File: config.mk
export PLATFORM = sky130hd
export DESIGN_NAME = chunked_adder
export DESIGN_NICKNAME = d
export VERILOG_FILES = /design/src/rtl/chunked_adder.sv
export SDC_FILE = /design/constraint.sdc
export NUM_CORES = 1
export LEC_CHECK = 0
export ABC_AREA = 1
export CORE_UTILIZATION = 40
export CTS_CLUSTER_SIZE = 10
export DETAILED_ROUTE_END_ITERATION = 8
export DONT_BUFFER_PORTS = 1
export SYNTH_ARGS = -nofsm -noshare
export SYNTH_HDL_FRONTEND = slang
export SYNTH_SLANG_ARGS = --single-unit
File: constraint.sdc
create_clock -name clk -period 2.7 [get_ports clk]
set_input_delay 0.54 -clock clk [delete_from_list [all_inputs] [get_ports clk]]
set_output_delay 0.54 -clock clk [all_outputs]
set_load 0.02 [all_outputs]
File: src/rtl/chunked_adder.sv
// -----------------------------------------------------------------------------
// chunked_adder
//
// Multi-cycle add/subtract unit. The operands are processed one CHUNK-bit slice
// per clock, least-significant slice first. The carry is held in a register
// between slices, so the longest carry chain in any one cycle is CHUNK+1 bits,
// whatever WIDTH is. When the last slice has been added, SUM, COUT, OV and ZERO
// are updated together and done pulses for one cycle.
//
// Parameters
//   WIDTH        operand/result width; must be a multiple of CHUNK
//   CHUNK        bits processed per clock (NCHUNK = WIDTH/CHUNK slices)
//
// Ports
//   clk          rising-edge clock
//   rst          asynchronous, active-high reset
//   start        request a new operation; sampled only while idle
//   sub          0: num1 + num2 + cin   1: num1 - num2 - cin (cin is borrow-in)
//   signed_mode  OV meaning: 1 = two's-complement overflow, 0 = unsigned
//                carry/borrow
//   cin          carry-in (add) or borrow-in (sub)
//   num1, num2   operands A and B
//   SUM          registered result, exact modulo 2^WIDTH
//   COUT         raw carry out of the MSB (for sub: 1 = no borrow)
//   OV           overflow flag, meaning chosen by signed_mode
//   ZERO         1 when SUM == 0
//   busy         operation in progress (high for NCHUNK cycles)
//   done         one-cycle pulse: SUM and the flags were just updated
// -----------------------------------------------------------------------------
module chunked_adder #(
    parameter int WIDTH = 16,
    parameter int CHUNK = 8
) (
    input  logic             clk,
    input  logic             rst,
    input  logic             start,
    input  logic             sub,
    input  logic             signed_mode,
    input  logic             cin,
    input  logic [WIDTH-1:0] num1,
    input  logic [WIDTH-1:0] num2,
    output logic [WIDTH-1:0] SUM,
    output logic             COUT,
    output logic             OV,
    output logic             ZERO,
    output logic             busy,
    output logic             done
);

    localparam int NCHUNK = WIDTH / CHUNK;
    // Keep the slice index at least one bit wide so that NCHUNK == 1 still
    // elaborates.
    localparam int IDX_W = (NCHUNK > 1) ? $clog2(NCHUNK) : 1;
    localparam logic [IDX_W-1:0] LAST_IDX = IDX_W'(NCHUNK - 1);

    // Stop elaboration when the operand cannot be split into whole slices.
    generate
        if (CHUNK < 1 || WIDTH < CHUNK || (WIDTH % CHUNK) != 0) begin : g_param_check
            $error("chunked_adder: WIDTH (%0d) must be a non-zero multiple of CHUNK (%0d)",
                   WIDTH, CHUNK);
        end
    endgenerate

    typedef enum logic {
        IDLE = 1'b0,
        RUN  = 1'b1
    } state_t;

    state_t           r_state;
    logic [WIDTH-1:0] r_a;          // operand A
    logic [WIDTH-1:0] r_b;          // operand B, already inverted for subtract
    logic [WIDTH-1:0] r_res;        // working result, filled one slice at a time
    logic             r_carry;      // carry between slices
    logic             r_signed;     // latched signed_mode
    logic             r_sub;        // latched sub
    logic [IDX_W-1:0] r_idx;        // slice being added this cycle

    logic [CHUNK-1:0] w_a_slice;
    logic [CHUNK-1:0] w_b_slice;
    logic [CHUNK-1:0] w_sum_slice;
    logic             w_carry_out;
    logic             w_carry_into_msb;
    logic             w_last;
    logic             w_ov;
    logic [WIDTH-1:0] w_res_next;

    // Select the operand slices for the current index.
    // NOTE: every signal driven in always_comb gets a default first; without one,
    // any path that skips the assignment keeps the old value and infers a latch.
    always_comb begin
        w_a_slice = '0;
        w_b_slice = '0;
        for (int k = 0; k < NCHUNK; k++) begin
            if (r_idx == IDX_W'(k)) begin
                w_a_slice = r_a[k*CHUNK +: CHUNK];
                w_b_slice = r_b[k*CHUNK +: CHUNK];
            end
        end
    end

    // One CHUNK+1 bit addition per cycle. Subtraction was already turned into
    // an addition at start (B inverted, carry-in = cin ^ sub).
    assign {w_carry_out, w_sum_slice} = {1'b0, w_a_slice}
                                      + {1'b0, w_b_slice}
                                      + {{CHUNK{1'b0}}, r_carry};

    // Carry into the top bit of this slice is recovered from the sum bit:
    // s = a ^ b ^ c_in. It is only used on the last slice, where that top bit
    // is the MSB of the whole word.
    assign w_carry_into_msb = w_a_slice[CHUNK-1] ^ w_b_slice[CHUNK-1]
                            ^ w_sum_slice[CHUNK-1];

    assign w_last = (r_idx == LAST_IDX);

    // Signed: overflow when the carries into and out of the MSB differ.
    // Unsigned add: a carry out means overflow. Unsigned sub: a missing carry
    // out (a borrow) means overflow.
    assign w_ov = r_signed ? (w_carry_into_msb ^ w_carry_out)
                           : (r_sub ? ~w_carry_out : w_carry_out);

    // Working result with the slice computed this cycle merged in. The final
    // SUM is taken from this value on the last slice edge.
    always_comb begin
        w_res_next = r_res;
        for (int k = 0; k < NCHUNK; k++) begin
            if (r_idx == IDX_W'(k)) begin
                w_res_next[k*CHUNK +: CHUNK] = w_sum_slice;
            end
        end
    end

    // Control and datapath state. SUM and the flags change only on the last
    // slice edge, so they hold the previous result for the whole RUN phase.
    // NOTE: sequential state uses non-blocking assignments so that every
    // register samples values from before the edge, whatever the statement order.
    always_ff @(posedge clk or posedge rst) begin
        if (rst) begin
            // NOTE: the working registers are reset as well as the outputs, so
            // that nothing from an aborted operation is left in the design.
            r_state  <= IDLE;
            r_a      <= '0;
            r_b      <= '0;
            r_res    <= '0;
            r_carry  <= 1'b0;
            r_signed <= 1'b0;
            r_sub    <= 1'b0;
            r_idx    <= '0;
            SUM      <= '0;
            COUT     <= 1'b0;
            OV       <= 1'b0;
            ZERO     <= 1'b1;
            busy     <= 1'b0;
            done     <= 1'b0;
        end else begin
            case (r_state)
                IDLE: begin
                    done <= 1'b0;
                    if (start) begin
                        r_a      <= num1;
                        r_b      <= sub ? ~num2 : num2;
                        r_carry  <= cin ^ sub;
                        r_signed <= signed_mode;
                        r_sub    <= sub;
                        r_idx    <= '0;
                        busy     <= 1'b1;
                        r_state  <= RUN;
                    end
                end

                RUN: begin
                    // start is ignored here: requests are not queued.
                    r_res   <= w_res_next;
                    r_carry <= w_carry_out;
                    if (w_last) begin
                        SUM     <= w_res_next;
                        COUT    <= w_carry_out;
                        OV      <= w_ov;
                        ZERO    <= (w_res_next == '0);
                        busy    <= 1'b0;
                        done    <= 1'b1;
                        r_state <= IDLE;
                    end else begin
                        r_idx <= r_idx + IDX_W'(1);
                    end
                end

                default: begin
                    r_state <= IDLE;
                    busy    <= 1'b0;
                    done    <= 1'b0;
                end
            endcase
        end
    end

endmodule

==> results of run 1 <==
## state kept, by name, indices dropped and copies added, names as in the netlist, 16 cells and up
signal  flops
SUM        16
r_a        16
r_b        16
r_res      16
## worst max-delay path by stage
stage,from,slack (ns),to,cells past startpoint
finish,r_idx,0.47,ZERO,11
global route,r_idx,0.20,SUM[14],12
CTS,r_idx,0.44,ZERO,11
detailed placement,r_idx,0.46,ZERO,11
global placement,r_idx,0.51,ZERO,11
floorplan,rst,0.28,COUT,1
## cell type report
type | instances | area share [%]
Sequential cell | 74 | 48.07
Multi-Input combinational cell | 314 | 38.53
Clock buffer | 14 | 4.739
Tap cell | 108 | 3.505
Inverter | 35 | 3.408
Timing Repair Buffer | 6 | 1.493
Clock inverter | 2 | 0.2597
## cell families after synthesis
kind of cell	Yosys count	synth area share (%)
AOI/OAI and AO/OA	48	6.904
xor gates and xnor gates	17	4.192
adders and majority gates	9	3.593
buffers and inverters	51	6.023
DFF	74	52.17
muxes	2	0.5636
and+or+nand+nor	238	26.56
## synth_stat cells
library cell and n:
nand2_1 192, dfrtp_1 73, o21ai_0 39, inv_1 33
nor2_1 23, xnor2_1 17, nand3_1 12, buf_2 9
ha_1 7, a21oi_1 6, clkbuf_1 4, buf_4 3
nand4_1 3, fa_1 2, inv_2 2, mux2i_1 2
nand3b_1 2, or2_2 2, dfstp_2 1, nand2_2 1
nor2_2 1, nor2_4 1, o211ai_1 1, o21a_1 1
o21ai_1 1, or2_1 1
## metrics by stage
step	setup WS [ns]	cells	power (mW)	utilization, %
2_1_floorplan	0.2800	439	4.114	-
3_5_place_dp	0.4584	537	4.739	42.20
4_1_cts	0.4376	553	5.583	44.42
5_1_grt	0.1970	553	6.154	44.42
6_report	0.4671	553	5.529	44.42
3_3_place_gp	0.5065	537	4.678	42.20
## worst register-to-register path, stage by stage (launching register included)
cell	delay (ns)
dfrtp_1	0.46
mux2i_1	0.17
fa_1	0.39
inv_1	0.09
fa_1	0.44
nor2_2	0.14
nand3_1	0.09
nor2_1	0.10
nand3_1	0.07
nor2_1	0.09
nand4_1	0.08
nand2_1	0.07
## placed cells by master, fill, tap and decap left out, drive strengths merged
master / count
nand3: 12
o21a: 1
or2: 3
clkinv: 2
inv: 35
clkbuf: 14
fa: 2
nor2: 25
buf: 6
ha: 7
o21ai: 40
a21oi: 6
xnor2: 17
o211ai: 1
nand3b: 2
mux2i: 2
dfstp: 1
dfrtp: 73
nand2: 193
nand4: 3
## per-layer routing
| layer | vias to the layer above | track usage, % | wire (µm) |
|---|---|---|---|
| met4 | 0 | 5.970 | 92 |
| met2 | 64 | 27.84 | 3310 |
| met3 | 9 | 4.739 | 331 |
| met1 | 1223 | 24.40 | 3606 |
| li1 | 1357 | - | - |
| met5 | - | 0 | 0 |
## power by group through the flow
| stage | Combinational, mW | Sequential, mW | Clock (mW) |
|---|---|---|---|
| final | 2.56 | 2.15 | 0.825 |
| after global routing | 3.04 | 2.22 | 0.896 |
| after CTS | 2.59 | 2.15 | 0.846 |
| after detailed placement | 2.57 | 2.17 | 0 |
| after global placement | 2.53 | 2.15 | 0 |
| after floorplan | 2.05 | 2.06 | 0 |
==> reports/qor.yml, run 1 <==
status: "completed"
clockPowerShare_pct: 14.9
maxCapViolCount: 0
period_needed_ns: 2.233
dp_hpwl_um: 5298
pwr-share-comb_pct: 46.3
die_h_um: 96.24
die_w_um: 96.24
synth_seq_area_share_pct: 52.17
switching_power_mw: 2.542
rr_endpoint: "ZERO"
crit_type: "reg -> reg"
nNetsFinal: 487
detail-route-antenna-nets: 0
cts_setup_buffers: 0
clock-sinks: 74
antenna_found_initial: 0
pwr-share-seq_pct: 38.8
synth_top_area_share_pct: 51.43
numCtsBuffers: 9
crit_chain: "mux2i_1 -> fa_1 -> inv_1 -> fa_1 -> nor2_2 -> nand3_1 -> nor2_1 -> nand3_1 -> nor2_1 -> nand4_1 -> nand2_1"
syn-num-nets: 486
place_area_um2: 3662
peakVddDrop_uv: 465.8
ios: 59
critPathLaunchType: "flip-flop"
final_area_um2: 3855
reg2reg_slack_ns: 0.47
rows: 34
grt_pass1_vias: 2557
cp_data_arrival_time_ns: 2.53
netlist_top_cells_area: "dfrtp_1, nand2_1, o21ai_0"
worstPathMaxFanout: 6
via_per_inst: 4.797
grt_pass1_wl_um: 12350
fin_skew_ns: 0.01153
switching_share_pct: 45.97
timing.hold.ws_ns: 0.05399
cp-end-kind: "flip-flop"
antenna_cells: 0
start_util_pct: 40.93
postSynthCellCount: 439
critical_path.slowest_cell: "dfrtp_1"
htreeDepth: 3
regArea_um2: 1853
die_area_um2: 9261
report.final.slew_viol_count: 0
postCtsHoldBufs: 0
cts.repair.resized: 0
fmax_mhz: 447.8
wl_um: 7341
r2r_cells: 11
place.gp.congestion: 0.8592
root_buffer: "clkbuf_8"
insertion_delay_ns: 0.35
multi_input_area_um2: 1485
cts_tree: "yes"
cpPeakStageDelay_ns: 0.46
hp-class: "in -> async"
required_ns: 2.99
fin_crit_sh_pct: 82.70
overflow: 0
finalHoldViolations: 0
crit_family: "adder cells"
crit_buf_inv: 1
grt_usage_pct: 17.99
ys_warn_count: 0
ys_seq_elements: 74
drc: 0
grt_max_degree: 57
wl_per_cell_um: 13.27
finalSetupViolCount: 0
synth_largest_area_cell: "dfrtp_1"
leakage_nw: 1.992
drive_gt1_share_pct: 6.742
core_area_um2: 8678
netlist_area_um2: 3552
area_growth_pct: 8.524
rsz0062_at_grt: "false"
first_pass_iters: 4
via_count: 2653
n_fill_cell: 923
worst_pin_slew_ns: 0.4085
drtIter0Drc: 76
ys_types: 26
p_per_area_nw_per_um2: 1434
clock_path_buffers: 2
cts.clk_slew.worst_paths_ns: 0.08
port-buffer-count: 0
intPower_mw: 2.988
syn_avg_cell_area_um2: 8.091
relSlewSlack_pct: 72.73
timing.rr.start: "r_idx"
setup_tns_ns: 0
Power figures use the tool's default switching activity.
==> run 2, diff against run 1 <==
clock period = 1.86 ns   (was 2.7 ns; I/O delays follow)
==> reports/qor.yml, run 2 (synthesized netlist as in run 1, its figures left out) <==
drc: 0  # unchanged
port-buffer-count: 0  # unchanged
detail-route-antenna-nets: 0  # unchanged
via_per_inst: 4.850  # +1.1%
layout_common_cells: "nand2_1, dfrtp_1, nand2_2"
utilization_pct: 51.95  # +7.5 points
antenna_found_initial: 0  # unchanged
required_ns: 2.16  # -0.83 ns
area_growth_pct: 26.91
die_h_um: 96.24  # unchanged
wl_um: 8315  # +13%
clock_path_buffers: 2  # unchanged
critPathLaunchType: "flip-flop"
rsz0062_at_grt: "true"
numCtsBuffers: 9  # unchanged
multi_input_area_um2: 1824  # +23%
ios: 59  # unchanged
worst_pin_slew_ns: 0.4551  # +0.04657 ns
fin_crit_sh_pct: 117.5  # +35 points
cts_tree: "yes"
rows: 34  # unchanged
crit_chain: "mux2i_2 -> fa_2 -> inv_2 -> fa_2 -> nor2_2 -> nand3_1 -> nor2_1 -> nand3_1 -> nor2_1 -> nand4_1 -> nand2_1"
fmax_mhz: 457.7  # +2.2%
reg2reg_slack_ns: -0.32  # -0.79 ns
cp_data_arrival_time_ns: 2.48  # -0.05 ns
grt_pass1_vias: 2798  # +9.4%
critical_path.slowest_cell: "dfrtp_2"
cts.clk_slew.worst_paths_ns: 0.08  # about the same
clock-sinks: 74  # unchanged
timing.rr.start: "r_idx"
grt_max_degree: 75  # +32%
cpPeakStageDelay_ns: 0.46  # about the same
nNetsFinal: 514  # +5.5%
die_area_um2: 9261  # unchanged
finalHoldViolations: 9  # +9
maxCapViolCount: 0  # unchanged
start_util_pct: 40.93  # unchanged
drive_gt1_share_pct: 29.24  # +22 points
grt_usage_pct: 19.09  # +1.1 points
wl_per_cell_um: 14.34  # +8.0%
die_w_um: 96.24  # unchanged
dp_slack_ns: -0.3175  # -0.7758 ns
root_buffer: "clkbuf_8"
cp-end-kind: "flip-flop"
r2r_cells: 11  # unchanged
worstSetupPathDepth: 11  # unchanged
period_needed_ns: 2.185  # -0.04808 ns
worst_slack_ns: -0.3248  # -0.7919 ns
grt_pass1_wl_um: 13170  # +6.6%
antenna_cells: 0  # unchanged
final_common_cell: "nand2_1"
report.final.slew_viol_count: 0  # unchanged
place.gp.congestion: 0.8672  # +0.93%
timing.hold.ws_ns: -0.006927  # -0.06092 ns
worstPathMaxFanout: 4  # -2
status: "complete, but fails checks"
postCtsHoldBufs: 0  # unchanged
first_pass_iters: 4  # unchanged
violations: "hold timing, setup timing"
dp_hpwl_um: 5442  # +2.7%
core_area_um2: 8678  # unchanged
insertion_delay_ns: 0.35  # about the same
finalSetupViolCount: 24  # +24
fin_skew_ns: 0.006380  # -0.005148 ns
crit_type: "reg -> reg"
hp-class: "in -> async"
overflow: 0  # unchanged
via_count: 2813  # +6.0%
relSlewSlack_pct: 69.63  # -3.1 points
regArea_um2: 1854  # about the same
place_area_um2: 3777  # +3.1%
crit_buf_inv: 1  # unchanged
htreeDepth: 3  # unchanged
crit_family: "adder cells"
n_fill_cell: 834  # -9.6%
final_area_um2: 4508  # +17%
critPathLaunch: "r_idx"
drtIter0Drc: 143  # +88%
-- run 2: cell types whose count changed in the layout (fill, tap and decap cells not counted), sizes merged --
| cell | change |
|---|---|
| buf | +26 |
| bufinv | +3 |
| clkbuf | -5 |
| clkinv | +2 |
| clkinvlp | +1 |
-- run 2: routing by layer --
layer	global-route usage [%]	part of all wire [%]	vias up
met5	0	0	-
met4	7.711	1.9	0
met3	4.107	5.2	14
met2	32.45	49	80
met1	23.46	44	1301
li1	-	-	1418
-- run 2: worst register-to-register path, delay by kind of cell (launching register included) --
family | cells | cell delay (ns)
adder cells (fa/ha/maj) | 2 | 0.81
buffers and inverters | 1 | 0.08
flip-flops | 1 | 0.46
multiplexers | 1 | 0.18
AND/OR/NAND/NOR | 7 | 0.60
-- run 2: final cells by class --
class / count / area share, %
Sequential cell: 74 / 41.13
Multi-Input combinational cell: 314 / 40.47
Timing Repair Buffer: 32 / 6.689
Inverter: 35 / 3.164
Tap cell: 108 / 2.998
Clock buffer: 9 / 2.748
Clock inverter: 7 / 2.609
Timing Repair inverter: 1 / 0.1943
-- run 2: what timing repair did --
item / CTS / global route
gates resized for setup: 50 / 66
setup buffers: 9 / 5
endpoints found under the setup margin: 24 / 25
pin swaps: 17 / 17
cloned: 1 / 0
-- run 2: path summary, 6_finish.rpt --
check,to
max,ZERO
min,done
max reg2reg,ZERO
min reg2reg,r_sub
max in group asynchronous,ZERO
min in group clk,r_a[9]
-- run 2: through the flow --
| step | std cells | TNS (ns) | hold WS [ns] |
|---|---|---|---|
| after global routing | 580 | -6.453 | 0.02441 |
| after CTS | 576 | -2.939 | 0.01362 |
| after detailed placement | 551 | -4.916 | 0.3900 |
| final | 580 | -4.176 | -0.006927 |
| after global placement | 551 | -3.683 | 0.3827 |
| after floorplan | 439 | -2.656 | 0.4415 |
Power of run 2 is left out: the tool's default activity adds up to more than one toggle a clock period on the data nets, which glitch-free logic cannot reach.
==> run 3, diff against run 2 <==
PLACE_DENSITY = 0.67   (was unset)
SKIP_LAST_GASP = 1   (was unset)
==> reports/qor.yml, run 3 (synthesized netlist as in run 1, its figures left out) <==
die_h_um: 96.24  # unchanged
violations: "setup timing"
insertion_delay_ns: 0.35  # about the same
fin_skew_ns: 0.01101  # +0.004634 ns
finalHoldViolations: 0  # -9
worst_pin_slew_ns: 0.4882  # +0.03315 ns
clock_path_buffers: 2  # unchanged
clock-sinks: 74  # unchanged
report.final.slew_viol_count: 0  # unchanged
wl_um: 8546  # +2.8%
final_common_cell: "nand2_1"
finalSetupViolCount: 28  # +17%
worst_slack_ns: -0.3759  # -0.05107 ns
cts.clk_slew.worst_paths_ns: 0.08  # about the same
grt_pass1_vias: 2830  # +1.1%
fmax_mhz: 447.3  # -2.3%
rows: 34  # unchanged
multi_input_area_um2: 1828  # +0.21%
layout_common_cells: "nand2_1, dfrtp_1, buf_4"
start_util_pct: 40.93  # unchanged
status: "complete, but fails checks"
grt_pass1_wl_um: 13350  # +1.4%
root_buffer: "clkbuf_8"
ios: 59  # unchanged
required_ns: 2.16  # about the same
die_area_um2: 9261  # unchanged
rsz0062_at_grt: "true"
place.gp.congestion: 0.8808  # +1.6%
core_area_um2: 8678  # unchanged
via_per_inst: 5.049  # +4.1%
detail-route-antenna-nets: 0  # unchanged
wl_per_cell_um: 14.51  # +1.2%
hp-class: "in -> reg"
grt_max_degree: 43  # -43%
cts_tree: "yes"
numCtsBuffers: 9  # unchanged
dp_hpwl_um: 5703  # +4.8%
fin_crit_sh_pct: 120.2  # +2.7 points
regArea_um2: 1854  # unchanged
maxCapViolCount: 0  # unchanged
n_fill_cell: 803  # -3.7%
cp-end-kind: "flip-flop"
nNetsFinal: 525  # +2.1%
overflow: 0  # unchanged
crit_type: "reg -> reg"
setup_tns_ns: -5.422  # -1.246 ns
worstPathMaxFanout: 8  # +4
drc: 0  # unchanged
critPathLaunchType: "flip-flop"
first_pass_iters: 5  # +1
grt_usage_pct: 19.24  # +0.15 points
via_count: 2974  # +5.7%
drive_gt1_share_pct: 29.11  # -0.13 points
period_needed_ns: 2.236  # +0.05107 ns
relSlewSlack_pct: 67.38  # -2.2 points
area_growth_pct: 27.23
antenna_cells: 0  # unchanged
antenna_found_initial: 0  # unchanged
drtIter0Drc: 105  # -27%
port-buffer-count: 0  # unchanged
htreeDepth: 3  # unchanged
die_w_um: 96.24  # unchanged
cp_data_arrival_time_ns: 2.53  # +0.05 ns
timing.hold.ws_ns: 0.1216  # +0.1285 ns
## run 3: changes by cell type in the layout (fill, tap and decap cells not counted), sizes merged
cell         previous run  this run
clkinvlp                1         3
clkinv                  4         3
inv                    35        32
buf                    32        43
dlygate4sd3             0         1
clkbuf                  9        11
bufinv                  3         0
## run 3: path summary, 6_finish.rpt
check | from | endpoint | slack [ns] | depth (start not counted)
worst min register to register | r_sub | r_sub | 0.48 | 2
worst max register to register | r_idx | ZERO | -0.38 | 14
worst max-delay path | r_idx | ZERO | -0.38 | 14
max in group asynchronous | rst | r_b[9] | 0.81 | 3
worst min-delay path | num1[8] | r_a[8] | 0.12 | 2
min in group asynchronous | rst | r_res[7] | 0.52 | 2
## run 3: timing repair
item                                    4_1_cts  5_1_grt
endpoints found under the hold margin        16        0
endpoints found under the setup margin       24       31
setup buffers                                 7        9
hold buffers                                  1        0
gates resized for setup                      72       38
cloned                                        0        1
pin swaps                                    15       14
## run 3: worst max-delay path, stage by stage, from the launching register on
cell     delay [ns]
dfrtp_2        0.45
buf_4          0.15
buf_6          0.12
buf_8          0.14
buf_4          0.14
nand2_1        0.06
nand2_2        0.07
ha_4           0.24
nand2_2        0.10
inv_1          0.07
a21oi_4        0.23
nand3_2        0.13
nand2_2        0.10
nand4_1        0.10
nand2_1        0.07
## run 3: area by class of cell
cell class / count / area share (%)
Tap cell: 108 / 2.990
Clock inverter: 3 / 0.3876
Sequential cell: 74 / 41.03
Inverter: 35 / 3.350
Multi-Input combinational cell: 314 / 40.45
Clock buffer: 11 / 3.128
Timing Repair Buffer: 44 / 8.666
## run 3: layer usage
layer  vias to the layer above  wire [µm]  GRT usage [%]
met2                        84       4446          32.86
met5                         -          0              0
met1                      1433       3485          23.05
met3                        15        431          5.608
met4                         0        183          6.592
li1                       1442          -              -
## run 3: per-stage QoR
step / cell area [µm²] / worst slack [ns] / instances / util, %
after global routing: 4519 / -0.4735 / 589 / 52.08
after CTS: 4310 / -0.2993 / 579 / 49.67
after global placement: 3842 / -0.3225 / 558 / 44.28
final: 4519 / -0.3759 / 589 / 52.08
after detailed placement: 3842 / -0.3559 / 558 / 44.28
after floorplan: 3567 / -0.2998 / 439 / -
Power of run 3 is left out for the same reason.
